==> src/rtl/dmi_arbiter.sv <==
// dmi_arbiter: shares one downstream DMI port between NumReq upstream requesters.
//
// Round-robin grant, one outstanding transaction at a time. The downstream response is
// routed back to the owner of the transaction only. Any upstream clear aborts the
// outstanding transaction and is forwarded downstream.
//
// Optional feature (macro DMI_ARB_TIMEOUT_EN): watchdog counter over REQ and RESP. On expiry
// the owner receives an error response (resp=2'h2, data=0). A response that arrives after a
// timeout is sunk and not forwarded.
//
// Ports:
//   clk, rst_i                          clock, asynchronous active-high reset
//   dmi_clear_i[NumReq]                 per-requester clear
//   dmi_req_i / _valid_i / _ready_o     upstream request channels (41-bit requests)
//   dmi_resp_o / _valid_o / _ready_i    upstream response channels (34-bit responses)
//   dmi_clear_o                         downstream clear (OR of all upstream clears)
//   dmi_req_o / _valid_o / _ready_i     downstream request (registered)
//   dmi_resp_i / _valid_i / _ready_o    downstream response
//
// Request layout  {addr[6:0], op[1:0], data[31:0]}; response layout {data[31:0], resp[1:0]}.
module dmi_arbiter #(
  parameter int unsigned NumReq     = 2,
  parameter int unsigned TimeoutCyc = 1024
) (
  input  logic                     clk,
  input  logic                     rst_i,
  input  logic [NumReq-1:0]        dmi_clear_i,
  input  logic [NumReq-1:0][40:0]  dmi_req_i,
  input  logic [NumReq-1:0]        dmi_req_valid_i,
  output logic [NumReq-1:0]        dmi_req_ready_o,
  output logic [NumReq-1:0][33:0]  dmi_resp_o,
  output logic [NumReq-1:0]        dmi_resp_valid_o,
  input  logic [NumReq-1:0]        dmi_resp_ready_i,
  output logic                     dmi_clear_o,
  output logic [40:0]              dmi_req_o,
  output logic                     dmi_req_valid_o,
  input  logic                     dmi_req_ready_i,
  input  logic [33:0]              dmi_resp_i,
  input  logic                     dmi_resp_valid_i,
  output logic                     dmi_resp_ready_o
);

  localparam int unsigned IdxW = $clog2(NumReq);

  if (NumReq < 2 || TimeoutCyc == 0) begin : g_param_check
    $error("dmi_arbiter: NumReq must be >= 2 and TimeoutCyc must be non-zero");
  end

`ifdef DMI_ARB_TIMEOUT_EN
  typedef enum logic [1:0] {StIdle, StReq, StResp, StErr} state_e;
`else
  typedef enum logic [1:0] {StIdle, StReq, StResp} state_e;
`endif

  state_e            state_q, state_d;
  logic [IdxW-1:0]   owner_q, owner_d;
  logic [IdxW-1:0]   rr_ptr_q, rr_ptr_d;
  logic [40:0]       req_q, req_d;
  logic              any_clear;
  logic              grant_found;
  logic [IdxW-1:0]   grant_idx;
  logic [IdxW-1:0]   cand;

`ifdef DMI_ARB_TIMEOUT_EN
  logic [15:0]       cnt_q, cnt_d;
  logic              stale_q, stale_d;
  logic              timeout;
  assign timeout = (cnt_q == 16'(TimeoutCyc - 1));
`endif

  assign any_clear       = |dmi_clear_i;
  assign dmi_clear_o     = any_clear;
  assign dmi_req_o       = req_q;
  assign dmi_req_valid_o = (state_q == StReq);

  // Round-robin search starting at rr_ptr, wrapping at NumReq-1.
  always_comb begin
    grant_found = 1'b0;
    grant_idx   = '0;
    cand        = '0;
    for (int unsigned k = 0; k < NumReq; k++) begin
      cand = IdxW'((32'(rr_ptr_q) + k) % NumReq);
      if (!grant_found && dmi_req_valid_i[cand]) begin
        grant_found = 1'b1;
        grant_idx   = cand;
      end
    end
  end

  always_comb begin
    state_d          = state_q;
    owner_d          = owner_q;
    rr_ptr_d         = rr_ptr_q;
    req_d            = req_q;
    dmi_req_ready_o  = '0;
    dmi_resp_o       = '0;
    dmi_resp_valid_o = '0;
    dmi_resp_ready_o = 1'b0;
`ifdef DMI_ARB_TIMEOUT_EN
    cnt_d            = cnt_q;
    stale_d          = stale_q;
    // A response left over from a timed-out transaction is drained in any state.
    if (stale_q) begin
      dmi_resp_ready_o = 1'b1;
      if (dmi_resp_valid_i) stale_d = 1'b0;
    end
`endif

    unique case (state_q)
      StIdle: begin
        // Clear wins over a same-cycle grant.
        if (!any_clear && grant_found) begin
          dmi_req_ready_o[grant_idx] = 1'b1;
          req_d    = dmi_req_i[grant_idx];
          owner_d  = grant_idx;
          rr_ptr_d = (grant_idx == IdxW'(NumReq - 1)) ? '0 : grant_idx + 1'b1;
          state_d  = StReq;
`ifdef DMI_ARB_TIMEOUT_EN
          cnt_d    = '0;
`endif
        end
      end
      StReq: begin
`ifdef DMI_ARB_TIMEOUT_EN
        cnt_d = cnt_q + 16'd1;
        if (dmi_req_ready_i)  state_d = StResp;
        else if (timeout)     state_d = StErr;
`else
        if (dmi_req_ready_i)  state_d = StResp;
`endif
      end
      StResp: begin
        dmi_resp_o[owner_q] = dmi_resp_i;
`ifdef DMI_ARB_TIMEOUT_EN
        cnt_d = cnt_q + 16'd1;
        dmi_resp_valid_o[owner_q] = dmi_resp_valid_i & ~any_clear & ~stale_q;
        dmi_resp_ready_o = dmi_resp_ready_i[owner_q] | any_clear | stale_q;
        if (dmi_resp_valid_i && dmi_resp_ready_o && !stale_q) begin
          state_d = StIdle;
        end else if (timeout) begin
          state_d = StErr;
          stale_d = 1'b1;
        end
`else
        dmi_resp_valid_o[owner_q] = dmi_resp_valid_i & ~any_clear;
        // During a clear the response is sunk so downstream can drain.
        dmi_resp_ready_o = dmi_resp_ready_i[owner_q] | any_clear;
        if (dmi_resp_valid_i && dmi_resp_ready_o) state_d = StIdle;
`endif
      end
`ifdef DMI_ARB_TIMEOUT_EN
      StErr: begin
        dmi_resp_valid_o[owner_q] = ~any_clear;
        dmi_resp_o[owner_q]       = {32'h0, 2'h2};
        if (dmi_resp_ready_i[owner_q]) state_d = StIdle;
      end
`endif
      default: state_d = StIdle;
    endcase

    if (any_clear) begin
      state_d = StIdle;
`ifdef DMI_ARB_TIMEOUT_EN
      stale_d = 1'b0;
`endif
    end
  end

  always_ff @(posedge clk or posedge rst_i) begin
    if (rst_i) begin
      state_q  <= StIdle;
      owner_q  <= '0;
      rr_ptr_q <= '0;
      req_q    <= '0;
`ifdef DMI_ARB_TIMEOUT_EN
      cnt_q    <= '0;
      stale_q  <= 1'b0;
`endif
    end else begin
      state_q  <= state_d;
      owner_q  <= owner_d;
      rr_ptr_q <= rr_ptr_d;
      req_q    <= req_d;
`ifdef DMI_ARB_TIMEOUT_EN
      cnt_q    <= cnt_d;
      stale_q  <= stale_d;
`endif
    end
  end

endmodule
==> config.mk <==
export PLATFORM = sky130hd
export DESIGN_NAME = dmi_arbiter
export DESIGN_NICKNAME = d
export VERILOG_FILES = /design/src/rtl/dmi_arbiter.sv
export SDC_FILE = /design/constraint.sdc
export NUM_CORES = 1
export LEC_CHECK = 0
export BUFFER_PORTS_ARGS = -buffer_cell sky130_fd_sc_hd__buf_2
export CORE_ASPECT_RATIO = 0.9
export CORE_MARGIN = 2
export CORE_UTILIZATION = 25
export CTS_BUF_LIST = sky130_fd_sc_hd__clkbuf_4
export DETAILED_ROUTE_END_ITERATION = 7
export GPL_TIMING_DRIVEN = 0
export SLEW_MARGIN = 30
export SYNTH_ARGS = -nofsm -noshare
export SYNTH_HDL_FRONTEND = slang
export SYNTH_SLANG_ARGS = --single-unit
==> constraint.sdc <==
create_clock -name clk -period 2.3 [get_ports clk]
set_input_delay 0 -clock clk [delete_from_list [all_inputs] [get_ports clk]]
set_output_delay 0 -clock clk [all_outputs]
set_load 0.05 [all_outputs]
==> impl_results.md, run 1 <==
* Outcome: finished clean
* GR Overflow Total at 0
* Register area share after synthesis at 41.6%
* FF+latch area at 0.00113 mm²
* Crit-path max FO at 7
* CTS Root Cell: clkbuf_4
* Multi-input gate area at 0.00142 mm²
* Syn Nets at 416
* CP endpoint: dmi_req_o[4]
* Crit path buffers/inverters at 3
* Fill cell total of the finished layout at 1,064
* Fin Hold WS at 0.0245 ns
* Element type at the critical path end: flip-flop
* Clk slew on worst S/H paths at 0.15 ns
* Reg power frac at 34.8%
* Startpoint types: flip-flop
* Yosys cell types at 26
* Slew @ Worst Pin at 0.573 ns
* R2r setup slk at 0.16 ns
* Pre-Repair DR Iteration Count at 5
* Synth warn at 0
* Top delay family on crit path: buffers and inverters
* Nets@finish at 752
* Mapped Avg Cell Area at 9.34 µm²
* Area Overhead vs Synth at 85.5%
* Mapped cell area at 0.00271 mm²
* RePlAce Congestion at 0.868
* Final hold viol count at 0
* Stages on the worst setup path at 6
* Largest net degree at the start of global routing at 46
* Switch share at 47.0%
* H-Tree Depth at 2
* First-pass GRT wire length at 19.1 mm
* Dominant cells by area after synthesis: dfrtp_1 (42%), a221o_1 (8.9%), and2_1 (8.1%)
* Tmin final at 2.14 ns
* CTS Buf Count at 5
* Critical path origin: state_q[0]
* Pwr dens at 612 mW/mm²
* Total GRT Usage at 20.8%
* Cell row count at 36
* Pre-CTS setup slack at 0.270 ns
* WP data required at 2.61 ns
* Slew Limit Fails at 0
* Worst-Skew Late Latency at 0.36 ns
* Worst Slack Setup Final at 0.164 ns
* Clock share of power at 13.0%
* Post-route ant nets at 0
* CP cell instances: nor4_4, buf_4, nor3b_4, buf_4, a221o_1, dlygate4sd3_1
* Psw at 0.00145 W
* Power share of the combinational group at 52.2%
* Dominant cell type by area after synthesis: dfrtp_1
* Vias in the first global route at 3,786
* Via density per instance at 4.89
* Via count at 3,724
* CTS Sinks at 45
* Initial cell density of the core at 25.4%
* Total Routed Length at 13.0 mm
* Layout cell share with drive strength beyond 1 at 42.7%
* Setup violations, final at 0
* Max Fclk at 0.468 GHz
* Max incr delay on CP at 0.55 ns
* IO buf count at 240
* Cell count after synthesis at 290
* DRC at 0
* Maximum VDD drop at 0.345 mV
* Total leakage power at 2.73 nW
* Seq cells post-synth at 45
* Hold Path Class: in2reg
* Rel. slew slack at 61.8%
* Num ports at 242
* Max-Cap Viols at 0
* Die area at 0.0117 mm²
* Period utilization at 92.9%
* R2R cell count at 6
* Unrepaired setup endpoints after global routing: no
* Die Span X at 114 µm
* Most used cell, CP: buf_4
* Initial antenna violation count at 1
* Int Pwr at 0.00163 W
* Layout Skew at 0.0143 ns
* Slowest stage cell, crit path: dlygate4sd3_1
* DRT iter0 DRCs at 98
* Setup TNS at 0 ns
* Core Region at 0.0107 mm²
* Top-area cell type share of the netlist area at 41.6%
* Worst setup path class: reg2reg
* HPWL Detailed at 9.36 mm
* Die H at 103 µm
* Critical R2R Launch: state_q[0]
* Clock Path Buffers at 2
* Average routed wire per standard cell at 17.1 µm
* Worst r2r dst: dmi_req_o[4]
* CTS tree: built
* Crit path DAT at 2.44 ns
==> tightest hold or removal path: stages <==
cell,delay (ns)
buf_2,0.17
nand3b_1,0.10
a31oi_1,0.08
==> cell type report <==
| cell class | instances | share of cell area [%] |
|---|---|---|
| repair buffers | 329 | 41.5 |
| multi-input cells | 208 | 28.3 |
| flip-flops and latches | 45 | 22.4 |
| well taps | 133 | 3.31 |
| plain buffers | 33 | 3.01 |
| clock buffers | 6 | 0.896 |
| inverters | 4 | 0.349 |
| clock inverters | 2 | 0.199 |
| diodes | 1 | 0.0498 |
==> cell usage in the layout (no fill, tap or decap) <==
cell type and instances:
o211a_1 1, and3_1 35, nor2_1 1, or2_1 1, nor4_4 1, dfrtp_1 45, mux2i_1 1, nand3b_1 17
a21o_1 2, diode_2 1, clkbuf_4 6, nand2_1 3, a31oi_1 17, nor2b_1 3, nor4_1 1, clkbuf_1 21
inv_1 2, clkbuf_2 3, clkinv_2 2, a21boi_0 24, buf_2 247, nor3b_4 1, buf_4 3, o21ai_0 19
and2_1 35, inv_4 1, nand2b_1 1, and2_0 1, a21oi_1 19, inv_2 1, dlygate4sd3_1 86, buf_6 2
nor2_2 1, a221o_1 24
==> layer usage <==
| layer | GRT usage [%] | part of all wire (%) | up-vias |
|---|---|---|---|
| li1 | - | - | 1752 |
| met1 | 21.8 | 36 | 1764 |
| met2 | 42.1 | 54 | 185 |
| met3 | 3.82 | 7.1 | 23 |
| met4 | 6.75 | 2.6 | 0 |
| met5 | 0 | 0 | - |
==> Yosys cell counts, drive strengths merged <==
master	instances
dfrtp	45
and2	36
and3	35
a21boi	24
a221o	24
clkbuf	24
a21oi	19
o21ai	19
a31oi	17
nand3b	17
buf	9
inv	4
nand2	3
nor2b	3
a21o	2
nor2	2
nor4	2
mux2i	1
nand2b	1
nor3b	1
o211a	1
or2	1
==> power groups by stage <==
stage          Sequential (W)  Combinational (W)  Clock [W]
2_1_floorplan         0.00167           0.000415          0
3_5_place_dp          0.00108            0.00146          0
4_1_cts               0.00107            0.00160   0.000411
6_report              0.00107            0.00161   0.000398
5_1_grt               0.00109            0.00170   0.000435
3_3_place_gp          0.00108            0.00144          0
==> sequential cells by signal, indices dropped and copies added (netlist names) <==
signal	count
dmi_req_o	41
state_q	2
owner_q	1
rr_ptr_q	1
==> worst min path at each step <==
stage	end	slack, ns	startpoint	cells past startpoint
finish	dmi_req_o[23]	0.02	dmi_req_valid_i[1]	3
global placement	state_q[0]	0.22	dmi_req_ready_i	2
detailed placement	dmi_req_o[1]	0.11	rst_i	2
global route	dmi_req_o[18]	0.02	dmi_req_valid_i[1]	3
CTS	dmi_req_o[19]	0.01	dmi_req_valid_i[1]	3
floorplan	state_q[0]	0.11	dmi_req_ready_i	1
==> cells by family (layout without fill, tap and decap cells) <==
group | Yosys count | after routing | synth area share [%]
AO/OA/AOI/OAI | 106 | 106 | 27.4
buffers and inverters | 37 | 374 | 6.00
flip-flops | 45 | 45 | 41.6
multiplexers | 1 | 1 | 0.370
other | 0 | 1 | 0
AND/OR/NAND/NOR | 101 | 101 | 24.7
==> what timing repair did <==
| action | in CTS | in global routing |
|---|---|---|
| pin swaps | 1 | 1 |
| setup buffers | 3 | 0 |
| endpoints found under the hold margin | 88 | 0 |
| hold buffers | 86 | 0 |
| setup endpoints to repair | 2 | 30 |
| resized for setup | 0 | 7 |
==> stage by stage <==
| stage | power (W) | utilization (%) | std cells | cell area [µm²] |
|---|---|---|---|---|
| global placement | 0.00252 | 38.2 | 663 | 4080 |
| floorplan | 0.00209 | - | 290 | 2710 |
| finish | 0.00307 | 47.1 | 761 | 5030 |
| detailed placement | 0.00254 | 38.2 | 663 | 4080 |
| CTS | 0.00308 | 47.0 | 760 | 5020 |
| global route | 0.00323 | 47.1 | 761 | 5030 |
Note: power is estimated with default switching activity, not from simulation.
==> run 2: changes to the inputs <==
- CELL_PAD_IN_SITES_DETAIL_PLACEMENT: unset -> 0
- CELL_PAD_IN_SITES_GLOBAL_PLACEMENT: unset -> 1
- PLACE_DENSITY_LB_ADDON: unset -> 0.1
==> impl_results.md, run 2 (same netlist as run 1, synthesis figures left out) <==
* HPWL Detailed at 8.49 mm (-9.2%)
* Period utilization at 93.9% (+1.0 points)
* WP data required at 2.30 ns (-0.31 ns)
* Num ports at 242 (unchanged)
* Int Pwr at 0.00164 W (+0.92%)
* Rel. slew slack at 61.6% (-0.17 points)
* First-pass GRT wire length at 17.8 mm (-6.5%)
* Multi-input gate area at 0.00143 mm² (+0.18%)
* Via count at 3,630 (-2.5%)
* Die area at 0.0117 mm² (unchanged)
* Core Region at 0.0107 mm² (unchanged)
* Worst setup path class: in2out
* Max incr delay on CP at 0.60 ns (+0.05 ns)
* # diodes at 0 (-1)
* CTS Sinks at 45 (unchanged)
* Startpoint types: input port
* CTS Buf Count at 5 (unchanged)
* Worst Slack Setup Final at 0.140 ns (-0.0238 ns)
* Most frequent cells in the layout: buf_2 (245), dlygate4sd3_1 (87), dfrtp_1 (45)
* Psw at 0.00146 W (+0.99%)
* Crit path DAT at 2.16 ns (-0.28 ns)
* DRT iter0 DRCs at 127 (+30%)
* Cell row count at 36 (unchanged)
* Fill cell total of the finished layout at 1,056 (-0.75%)
* Final Non-Filler Cells at 762 (+0.13%)
* Largest net degree at the start of global routing at 46 (unchanged)
* Post-DP Area at 0.00408 mm² (unchanged)
* Power share of the combinational group at 52.0% (-0.2 points)
* Die H at 103 µm (unchanged)
* Layout cell share with drive strength beyond 1 at 43.4% (+0.66 points)
* Post-route ant nets at 0 (unchanged)
* Layout Skew at 0.0175 ns (+0.00323 ns)
* Slowest stage cell, crit path: dlygate4sd3_1
* Initial cell density of the core at 25.4% (unchanged)
* Average routed wire per standard cell at 15.3 µm (-10%)
* GR Overflow Total at 0 (unchanged)
* Design area at 0.00506 mm² (+0.72%)
* Area Overhead vs Synth at 86.9%
* DRC at 0 (unchanged)
* Element type at the critical path end: output pin
* CP cell instances: dlygate4sd3_1, buf_2, nor2_1, dlygate4sd3_1, inv_1, nor4_1, buf_2
* CTS tree: built
* Clock share of power at 13.7% (+0.7 points)
* Via density per instance at 4.76 (-2.7%)
* Crit path buffers/inverters at 5 (+2)
* Total Routed Length at 11.7 mm (-10%)
* H-Tree Depth at 2 (unchanged)
* Most common cell after layout, fill and taps aside: buf_2
* Setup violations, final at 0 (unchanged)
* Outcome: finished clean
* Max Fclk at 0.463 GHz (-1.1%)
* CTS Root Cell: clkbuf_4
* Hold Path Class: in2reg
* Unrepaired setup endpoints after global routing: no
* Switch share at 47.0% (about the same)
* IO buf count at 240 (unchanged)
* Final hold viol count at 0 (unchanged)
* Initial antenna violation count at 0 (-1)
* Clk slew on worst S/H paths at 0.16 ns (about the same)
* Crit-path max FO at 4 (-3)
* Slew Limit Fails at 0 (unchanged)
* Total leakage power at 2.75 nW (+0.56%)
* Cell total after placement at 663 (unchanged)
* Die Span X at 114 µm (unchanged)
* Vias in the first global route at 3,605 (-4.8%)
* Pre-CTS setup slack at 0.289 ns (+0.0186 ns)
* Worst-Skew Late Latency at 0.37 ns (about the same)
* Total power at 0.00310 W (+0.95%)
* Clock Path Buffers at 2 (unchanged)
* Max FFs per register at 41 (unchanged)
* Total GRT Usage at 19.1% (-1.7 points)
* Pwr dens at 613 mW/mm² (+0.23%)
* Setup TNS at 0 ns (unchanged)
* Tmin final at 2.16 ns (+0.0238 ns)
* Slew @ Worst Pin at 0.576 ns (+0.00253 ns)
* Reg power frac at 34.3% (-0.5 points)
* Max-Cap Viols at 0 (unchanged)
* FF+latch area at 0.00113 mm² (unchanged)
* Top delay family on crit path: buffers and inverters
* Nets@finish at 754 (+0.27%)
* Maximum VDD drop at 0.295 mV (-15%)
* Pre-Repair DR Iteration Count at 4 (-1)
* RePlAce Congestion at 0.785 (-9.6%)
## run 2: through the flow
| step | hold WS (ns) | utilization, % |
|---|---|---|
| 3_3_place_gp | 0.219 | 38.2 |
| 5_1_grt | 0.0475 | 47.4 |
| 2_1_floorplan | 0.107 | - |
| 3_5_place_dp | 0.112 | 38.2 |
| 6_report | 0.0282 | 47.4 |
| 4_1_cts | 0.0125 | 47.2 |
## run 2: final timing paths
path | from | end | slack, ns | cells after the start
max | dmi_clear_i[0] | dmi_resp_valid_o[0] | 0.14 | 7
min reg2reg | rr_ptr_q | rr_ptr_q | 0.51 | 1
max reg2reg | state_q[0] | dmi_req_o[3] | 0.19 | 6
min in group asynchronous | rst_i | dmi_req_o[30] | 0.23 | 3
min | dmi_resp_valid_i | state_q[1] | 0.03 | 4
max in group asynchronous | rst_i | dmi_req_o[17] | 1.67 | 3
## run 2: routing by layer
| metal | GRT usage, % | up-vias | wire length [µm] | share of wire [%] |
|---|---|---|---|---|
| met2 | 36.5 | 155 | 6060 | 52 |
| met3 | 4.41 | 14 | 836 | 7.2 |
| met5 | 0 | - | 0 | 0 |
| met4 | 5.16 | 0 | 173 | 1.5 |
| li1 | - | 1750 | - | - |
| met1 | 21.6 | 1711 | 4620 | 40 |
## run 2: power by group through the flow
| stage | logic [W] | clock network, W | registers, W |
|---|---|---|---|
| final | 0.00161 | 0.000426 | 0.00106 |
| after global routing | 0.00172 | 0.000478 | 0.00108 |
| after CTS | 0.00161 | 0.000447 | 0.00106 |
| after detailed placement | 0.00145 | 0 | 0.00108 |
| after global placement | 0.00144 | 0 | 0.00108 |
| after floorplan | 0.000415 | 0 | 0.00167 |
## run 2: timing repair
item                                    in CTS  in global routing
hold buffers                                87                  0
pin swaps                                    1                  0
endpoints found under the setup margin       2                 69
resized for setup                            0                 14
buffers inserted                             3                  2
endpoints found under the hold margin       88                  0
## run 2: tightest hold or removal path, delay by kind of cell
kind | cells | cell delay [ns]
AOI/OAI and AO/OA | 2 | 0.25
buffers and inverters | 2 | 0.13
## run 2: final cells by class
class,instances,area share [%]
repair buffers,332,41.7
multi-input cells,208,28.2
flip-flops and latches,45,22.2
well taps,133,3.29
plain buffers,32,3.02
clock buffers,5,0.741
clock inverters,3,0.494
inverters,4,0.346
